--- config.mk ---
export PLATFORM = sky130hd
export DESIGN_NAME = chipi_host_link
export DESIGN_NICKNAME = d
export VERILOG_FILES = /design/src/rtl/chipi_link_pkg.sv /design/src/rtl/link_shift_reg.sv /design/src/rtl/chipi_host_link.sv
export SDC_FILE = /design/constraint.sdc
export NUM_CORES = 1
export LEC_CHECK = 0
export BUFFER_PORTS_ARGS = -buffer_cell sky130_fd_sc_hd__clkbuf_2
export CAP_MARGIN = 30
export CORE_UTILIZATION = 54
export DETAILED_ROUTE_END_ITERATION = 8
export MAX_ROUTING_LAYER = met4
export PLACE_DENSITY = 0.83
export SYNTH_ARGS = -nofsm -noshare
export SYNTH_HDL_FRONTEND = slang
export SYNTH_SLANG_ARGS = --single-unit
--- constraint.sdc ---
create_clock -name clk -period 2.9 [get_ports clk]
set_input_delay 0.87 -clock clk [delete_from_list [all_inputs] [get_ports clk]]
set_output_delay 0.87 -clock clk [all_outputs]
set_load 0.02 [all_outputs]
--- src/rtl/chipi_link_pkg.sv ---
// chipi host link shared definitions.
// FSM state encoding and counter width helper.
package chipi_link_pkg;

    localparam int FRAME_W = 32;
    localparam int RES_W   = 16;

    typedef enum logic [2:0] {
        IDLE,
        SHIFT,
        WAIT,
        RECV,
        DONE
    } link_state_t;

    function automatic int cnt_w(input int n);
        return (n < 2) ? 1 : $clog2(n + 1);
    endfunction

endpackage

--- src/rtl/link_shift_reg.sv ---
// Generic left-shift register with parallel load.
// Load wins over shift; MSB is the serial output side.
module link_shift_reg #(
    parameter int W = 8
) (
    input  logic         clk,
    input  logic         rst,
    input  logic         load,
    input  logic [W-1:0] load_data,
    input  logic         shift_en,
    input  logic         ser_in,
    output logic [W-1:0] q
);

    always_ff @(posedge clk or posedge rst) begin
        if (rst) begin
            q <= '0;
        end else if (load) begin
            q <= load_data;
        end else if (shift_en) begin
            q <= {q[W-2:0], ser_in};
        end
    end

endmodule

--- src/rtl/chipi_host_link.sv ---
// Host-side chipi link: serialises {x1,x2} into chipi's SIPO,
// waits for ready, then deserialises the 16-bit result.
module chipi_host_link
    import chipi_link_pkg::*;
#(
    parameter int DATA_W   = RES_W,
    parameter int RX_DELAY = 1,
    parameter int TIMEOUT  = 255
) (
    input  logic              clk,
    input  logic              rst,
    input  logic              req_valid,
    output logic              req_ready,
    input  logic [DATA_W-1:0] req_x1,
    input  logic [DATA_W-1:0] req_x2,
    input  logic              req_add_sub,
    output logic              rsp_valid,
    input  logic              rsp_ready,
    output logic [DATA_W-1:0] rsp_y,
    output logic              rsp_timeout,
    output logic              busy,
    output logic              chip_serial_in,
    output logic              chip_sipo_enable,
    output logic              chip_add_sub,
    input  logic              chip_ready,
    input  logic              chip_serial_out
);

    localparam int FW     = 2 * DATA_W;
    localparam int RX_END = RX_DELAY + DATA_W;
    localparam int M1     = (TIMEOUT > RX_END) ? TIMEOUT : RX_END;
    localparam int CNT_MAX = (M1 > FW) ? M1 : FW;
    localparam int CW     = cnt_w(CNT_MAX);

    link_state_t   state_q, state_d;
    logic [CW-1:0] cnt_q, cnt_d;
    logic          add_sub_q;
    logic          timeout_q;
    logic          ready_en_q;
    logic          accept;
    logic          tx_shift;
    logic          rx_shift;
    logic          timeout_set;
    logic [FW-1:0] tx_q;
    logic          unused_tx;

    always_ff @(posedge clk or posedge rst) begin
        if (rst) begin
            state_q    <= IDLE;
            cnt_q      <= '0;
            add_sub_q  <= 1'b0;
            timeout_q  <= 1'b0;
            ready_en_q <= 1'b0;
        end else begin
            state_q    <= state_d;
            cnt_q      <= cnt_d;
            ready_en_q <= 1'b1;
            if (accept) begin
                add_sub_q <= req_add_sub;
                timeout_q <= 1'b0;
            end else if (timeout_set) begin
                timeout_q <= 1'b1;
            end
        end
    end

    // One counter serves SHIFT bit index, WAIT timer and RECV offset.
    always_comb begin
        state_d     = state_q;
        cnt_d       = cnt_q;
        accept      = 1'b0;
        tx_shift    = 1'b0;
        rx_shift    = 1'b0;
        timeout_set = 1'b0;
        unique case (state_q)
            IDLE: begin
                if (req_valid && ready_en_q) begin
                    accept  = 1'b1;
                    cnt_d   = '0;
                    state_d = SHIFT;
                end
            end
            SHIFT: begin
                tx_shift = 1'b1;
                cnt_d    = cnt_q + 1'b1;
                if (cnt_q == CW'(FW - 1)) begin
                    cnt_d   = '0;
                    state_d = WAIT;
                end
            end
            WAIT: begin
                if (chip_ready) begin
                    cnt_d   = CW'(1);
                    state_d = RECV;
                end else if (cnt_q == CW'(TIMEOUT - 1)) begin
                    timeout_set = 1'b1;
                    state_d     = DONE;
                end else begin
                    cnt_d = cnt_q + 1'b1;
                end
            end
            RECV: begin
                rx_shift = (cnt_q >= CW'(RX_DELAY));
                cnt_d    = cnt_q + 1'b1;
                if (cnt_q == CW'(RX_END - 1)) begin
                    state_d = DONE;
                end
            end
            DONE: begin
                if (rsp_ready) begin
                    state_d = IDLE;
                end
            end
            default: state_d = IDLE;
        endcase
    end

    link_shift_reg #(.W(FW)) u_tx (
        .clk       (clk),
        .rst       (rst),
        .load      (accept),
        .load_data ({req_x1, req_x2}),
        .shift_en  (tx_shift),
        .ser_in    (1'b0),
        .q         (tx_q)
    );

    // Cleared on accept so a timeout reports zero.
    link_shift_reg #(.W(DATA_W)) u_rx (
        .clk       (clk),
        .rst       (rst),
        .load      (accept),
        .load_data ('0),
        .shift_en  (rx_shift),
        .ser_in    (chip_serial_out),
        .q         (rsp_y)
    );

    assign unused_tx        = ^tx_q[FW-2:0];
    assign req_ready        = ready_en_q && (state_q == IDLE);
    assign busy             = (state_q != IDLE);
    assign rsp_valid        = (state_q == DONE);
    assign rsp_timeout      = timeout_q;
    assign chip_sipo_enable = (state_q == SHIFT);
    assign chip_serial_in   = chip_sipo_enable & tx_q[FW-1];
    assign chip_add_sub     = busy & add_sub_q;

endmodule
==> out/qor.json <==
{
  "run_status": {"value": "complete, no violations"},
  "die_x": {"value": 76.3, "unit": "um"},
  "setup_tns": {"value": 0, "unit": "ps"},
  "critical_path.max_fanout": {"value": 8},
  "cts_tree": {"value": "built"},
  "slowest_stage_cell_on_the_critical_path": {"value": "dfrtp_1"},
  "cell_internal_pwr": {"value": 2.01, "unit": "mW"},
  "final.setup_skew": {"value": 9.46, "unit": "ps"},
  "drt_iter0_drc": {"value": 237},
  "core_region_area": {"value": 0.00520, "unit": "mm2"},
  "residual_drc": {"value": 0},
  "finalMaxSlewViolations": {"value": 0},
  "fmaxAchievable": {"value": 393, "unit": "MHz"},
  "floorplan.die_area": {"value": 0.00582, "unit": "mm2"},
  "antenna_found_initial": {"value": 0},
  "vias_per_cell": {"value": 5.47},
  "wire_length_of_the_first_global_routing_pass": {"value": 11.4, "unit": "mm"},
  "critPathArrivalTime": {"value": 1680, "unit": "ps"},
  "reg_to_reg_setup_timing_slack": {"value": 840, "unit": "ps"},
  "ys_dominant_reg_cell": {"value": "dfrtp_1"},
  "timing.final.crit_share": {"value": 0.878},
  "synth_simple_gate_area_frac": {"value": 0.272},
  "synth-adder-area-share": {"value": 0.0168},
  "clkTransAtPathRegs": {"value": 70, "unit": "ps"},
  "post_synth_xor_area_fraction": {"value": 0},
  "num_vias": {"value": 2635},
  "worst-path-buf-inv": {"value": 2},
  "grt_start_max_net_pins": {"value": 64},
  "first_global_vias": {"value": 2531},
  "critical-path-max-stage-delay": {"value": 470, "unit": "ps"},
  "wl_met2": {"value": 2.99, "unit": "mm"},
  "synthDistinctLibCells": {"value": 44},
  "cp-start-kind": {"value": "register"},
  "yosys_warnings": {"value": 0},
  "wl_met1": {"value": 3.02, "unit": "mm"},
  "min-delay-path-class": {"value": "reg -> reg"},
  "slew_limit_headroom": {"value": 0.613},
  "max-cap-violations": {"value": 0},
  "dp_hpwl": {"value": 4.33, "unit": "mm"},
  "max_slew.worst_pin.slew": {"value": 578, "unit": "ps"},
  "finalHoldViolCount": {"value": 0},
  "total_switching_power": {"value": 1.40, "unit": "mW"},
  "synth-compound-area-share": {"value": 0.156},
  "synth_seq_area_share": {"value": 0.520},
  "power.ir.vdd_worst": {"value": 0.727, "unit": "mV"},
  "syn-mean-instance-area": {"value": 8.57, "unit": "um2"},
  "power.sequential.fraction": {"value": 0.409},
  "die_boundary_height": {"value": 76.3, "unit": "um"},
  "wirelength": {"value": 6.37, "unit": "mm"},
  "drt_pass1_iterations": {"value": 4},
  "placement.setup.worst_slack": {"value": 623, "unit": "ps"},
  "p_per_area": {"value": 958, "unit": "mW/mm2"},
  "timing.critical_path.cells": {"value": "nor3_1 -> inv_1 -> and2_1 -> clkbuf_2"},
  "post_route_cells_drive_above_1_share": {"value": 0.221},
  "globalRouteTotalUtil": {"value": 0.253},
  "post_cts.resized_instances": {"value": 0},
  "cts-buffers-inserted": {"value": 9},
  "final_net_count": {"value": 450},
  "kind_of_capture_point_of_the_worst_setup_path": {"value": "output pin"},
  "htreeDepth": {"value": 3},
  "synth_edf_count": {"value": 0},
  "route.met3.wl": {"value": 305, "unit": "um"},
  "clock_sinks": {"value": 62},
  "main_combinational_cell_family_by_area_after_synthesis": {"value": "simple AND/OR/NAND/NOR gates"},
  "final.setup.worst_slack": {"value": 353, "unit": "ps"},
  "root_buffer": {"value": "clkbuf_8"},
  "pwr-share-clk": {"value": 0.190},
  "synth.ff_latch_count": {"value": 62},
  "clock_latency": {"value": 340, "unit": "ps"},
  "global_route.overflow_total": {"value": 0},
  "p_comb_frac": {"value": 0.401},
  "cp_top_family": {"value": "simple AND/OR/NAND/NOR gates"},
  "effective_utilization_at_floorplan": {"value": 0.573},
  "syn-instance-count": {"value": 348},
  "drt-wirelength-per-cell": {"value": 13.2, "unit": "um"},
  "clock_path_buffers": {"value": 2},
  "timing.critical_path.required": {"value": 2030, "unit": "ps"},
  "synth_async_sr_flop_share": {"value": 1.00},
  "synthToLayoutAreaGrowth": {"value": 19.2, "unit": "%"},
  "criticalPathCategory": {"value": "reg -> out"},
  "floorplan.io_pins": {"value": 62},
  "num_rows": {"value": 26},
  "final.min_clock_period": {"value": 2550, "unit": "ps"},
  "holdBufCountCts": {"value": 0},
  "top_layer": {"value": "met4"},
  "power.switching_fraction": {"value": 0.411},
  "port-buffer-count": {"value": 61},
  "finalSetupViolCount": {"value": 0},
  "antenna_cells_inserted": {"value": 0},
  "synth_mux_area_frac": {"value": 0},
  "routabilityCongestion": {"value": 0.912},
  "setup_repair_after_global_routing_missed_its_margin": {"value": "false"},
  "fillCellCount": {"value": 443},
  "synthesis.area": {"value": 0.00298, "unit": "mm2"},
  "post-cts-setup-buffer-count": {"value": 0},
  "power.total": {"value": 3.40, "unit": "mW"},
  "cellLeakagePower": {"value": 1.74, "unit": "nW"},
  "syn-num-nets": {"value": 391},
  "final_ant_viol_nets": {"value": 0}
}
==> registers in the layout, summed over array words and instances, names as in the netlist <==
| signal | count |
|---|---|
| add_sub_q | 1 |
| cnt_q | 8 |
| ready_en_q | 1 |
| rsp_timeout | 1 |
| state_q | 3 |
| u_rx.q | 16 |
| u_tx.q | 32 |
==> area by class of cell <==
class	count	area, um2	area share
flip-flops and latches	62	1550	0.436
multi-input cells	260	1340	0.377
repair buffers	67	383	0.108
clock buffers	10	128	0.0359
well taps	70	87.6	0.0246
clock inverters	6	37.5	0.0106
inverters	7	26.3	0.00739
==> per-stage QoR <==
| step | util | area [um2] | std cells | hold slack, ps |
|---|---|---|---|---|
| 3_3_place_gp | 0.648 | 3370 | 465 | 455 |
| 4_1_cts | 0.683 | 3550 | 482 | 509 |
| 5_1_grt | 0.683 | 3550 | 482 | 511 |
| 2_1_floorplan | - | 2980 | 348 | 437 |
| 6_report | 0.683 | 3550 | 482 | 500 |
| 3_5_place_dp | 0.651 | 3390 | 466 | 493 |
==> worst min-delay path, stage by stage (launching register included) <==
cell	delay, ps
dfrtp_1	350
nand2_1	60
nand2_1	60
==> logic make-up (layout without fill, tap and decap cells) <==
| kind of cell | count (synthesis) | count (layout) |
|---|---|---|
| AND/OR/NAND/NOR | 183 | 183 |
| adder cells (fa/ha/maj) | 4 | 4 |
| AO/OA/AOI/OAI | 72 | 72 |
| flip-flops | 62 | 62 |
| other | 1 | 1 |
| buffers and inverters | 26 | 90 |
==> cells in the final DEF, fill, tap and decap left out, types with 3 or more instances in the layout <==
master / instances
nand2b_1: 4
o21ai_0: 16
inv_1: 5
clkbuf_2: 61
and3_1: 4
a21oi_1: 4
buf_4: 3
ha_1: 4
clkinv_2: 4
a211o_1: 3
and2_1: 3
a31oi_1: 31
nor3_1: 4
nor3b_1: 3
clkbuf_8: 9
nand3_1: 7
nor4_1: 3
a211oi_1: 3
nor2_1: 36
nand2_1: 106
dfrtp_1: 62
==> path summary, 6_finish.rpt <==
| path | start | end | cells past startpoint |
|---|---|---|---|
| min in group asynchronous | rst | u_rx.q[14] | 2 |
| hold / removal | add_sub_q | add_sub_q | 2 |
| setup reg to reg | state_q[2] | cnt_q[3] | 5 |
| setup / recovery | state_q[2] | chip_add_sub | 4 |
| max in group asynchronous | rst | u_tx.q[1] | 3 |
| hold reg to reg | add_sub_q | add_sub_q | 2 |
==> layer usage <==
| layer | vias up | track usage |
|---|---|---|
| li1 | 1313 | - |
| met1 | 1236 | 0.334 |
| met2 | 80 | 0.391 |
| met3 | 6 | 0.0395 |
| met4 | 0 | 0.104 |
| met5 | - | - |
==> Yosys cell counts (2+ instances only) <==
cell type | instances | share of area
and3_1 | 4 | 0.0084
nor3_1 | 4 | 0.0067
o21ai_0 | 16 | 0.027
inv_1 | 6 | 0.0075
and2_1 | 3 | 0.0063
ha_1 | 4 | 0.017
nand2b_1 | 4 | 0.0084
a22oi_1 | 2 | 0.0050
a211o_1 | 3 | 0.0088
nand3_1 | 8 | 0.013
nor3b_1 | 3 | 0.0075
dfrtp_1 | 62 | 0.52
nor4_1 | 3 | 0.0063
o22ai_1 | 2 | 0.0042
a31oi_1 | 32 | 0.067
clkbuf_1 | 18 | 0.023
o32ai_1 | 2 | 0.0059
a21oi_1 | 4 | 0.0067
nor2_1 | 36 | 0.045
nand2_1 | 106 | 0.13
a211oi_1 | 3 | 0.0075
==> power by group through the flow <==
stage,Sequential (mW),Combinational [mW],Clock (mW)
4_1_cts,1.39,1.37,0.666
6_report,1.39,1.36,0.647
3_5_place_dp,1.39,1.37,0
2_1_floorplan,1.38,1.01,0
3_3_place_gp,1.39,1.33,0
5_1_grt,1.43,1.55,0.700
Note: power is estimated with default switching activity, not from simulation.
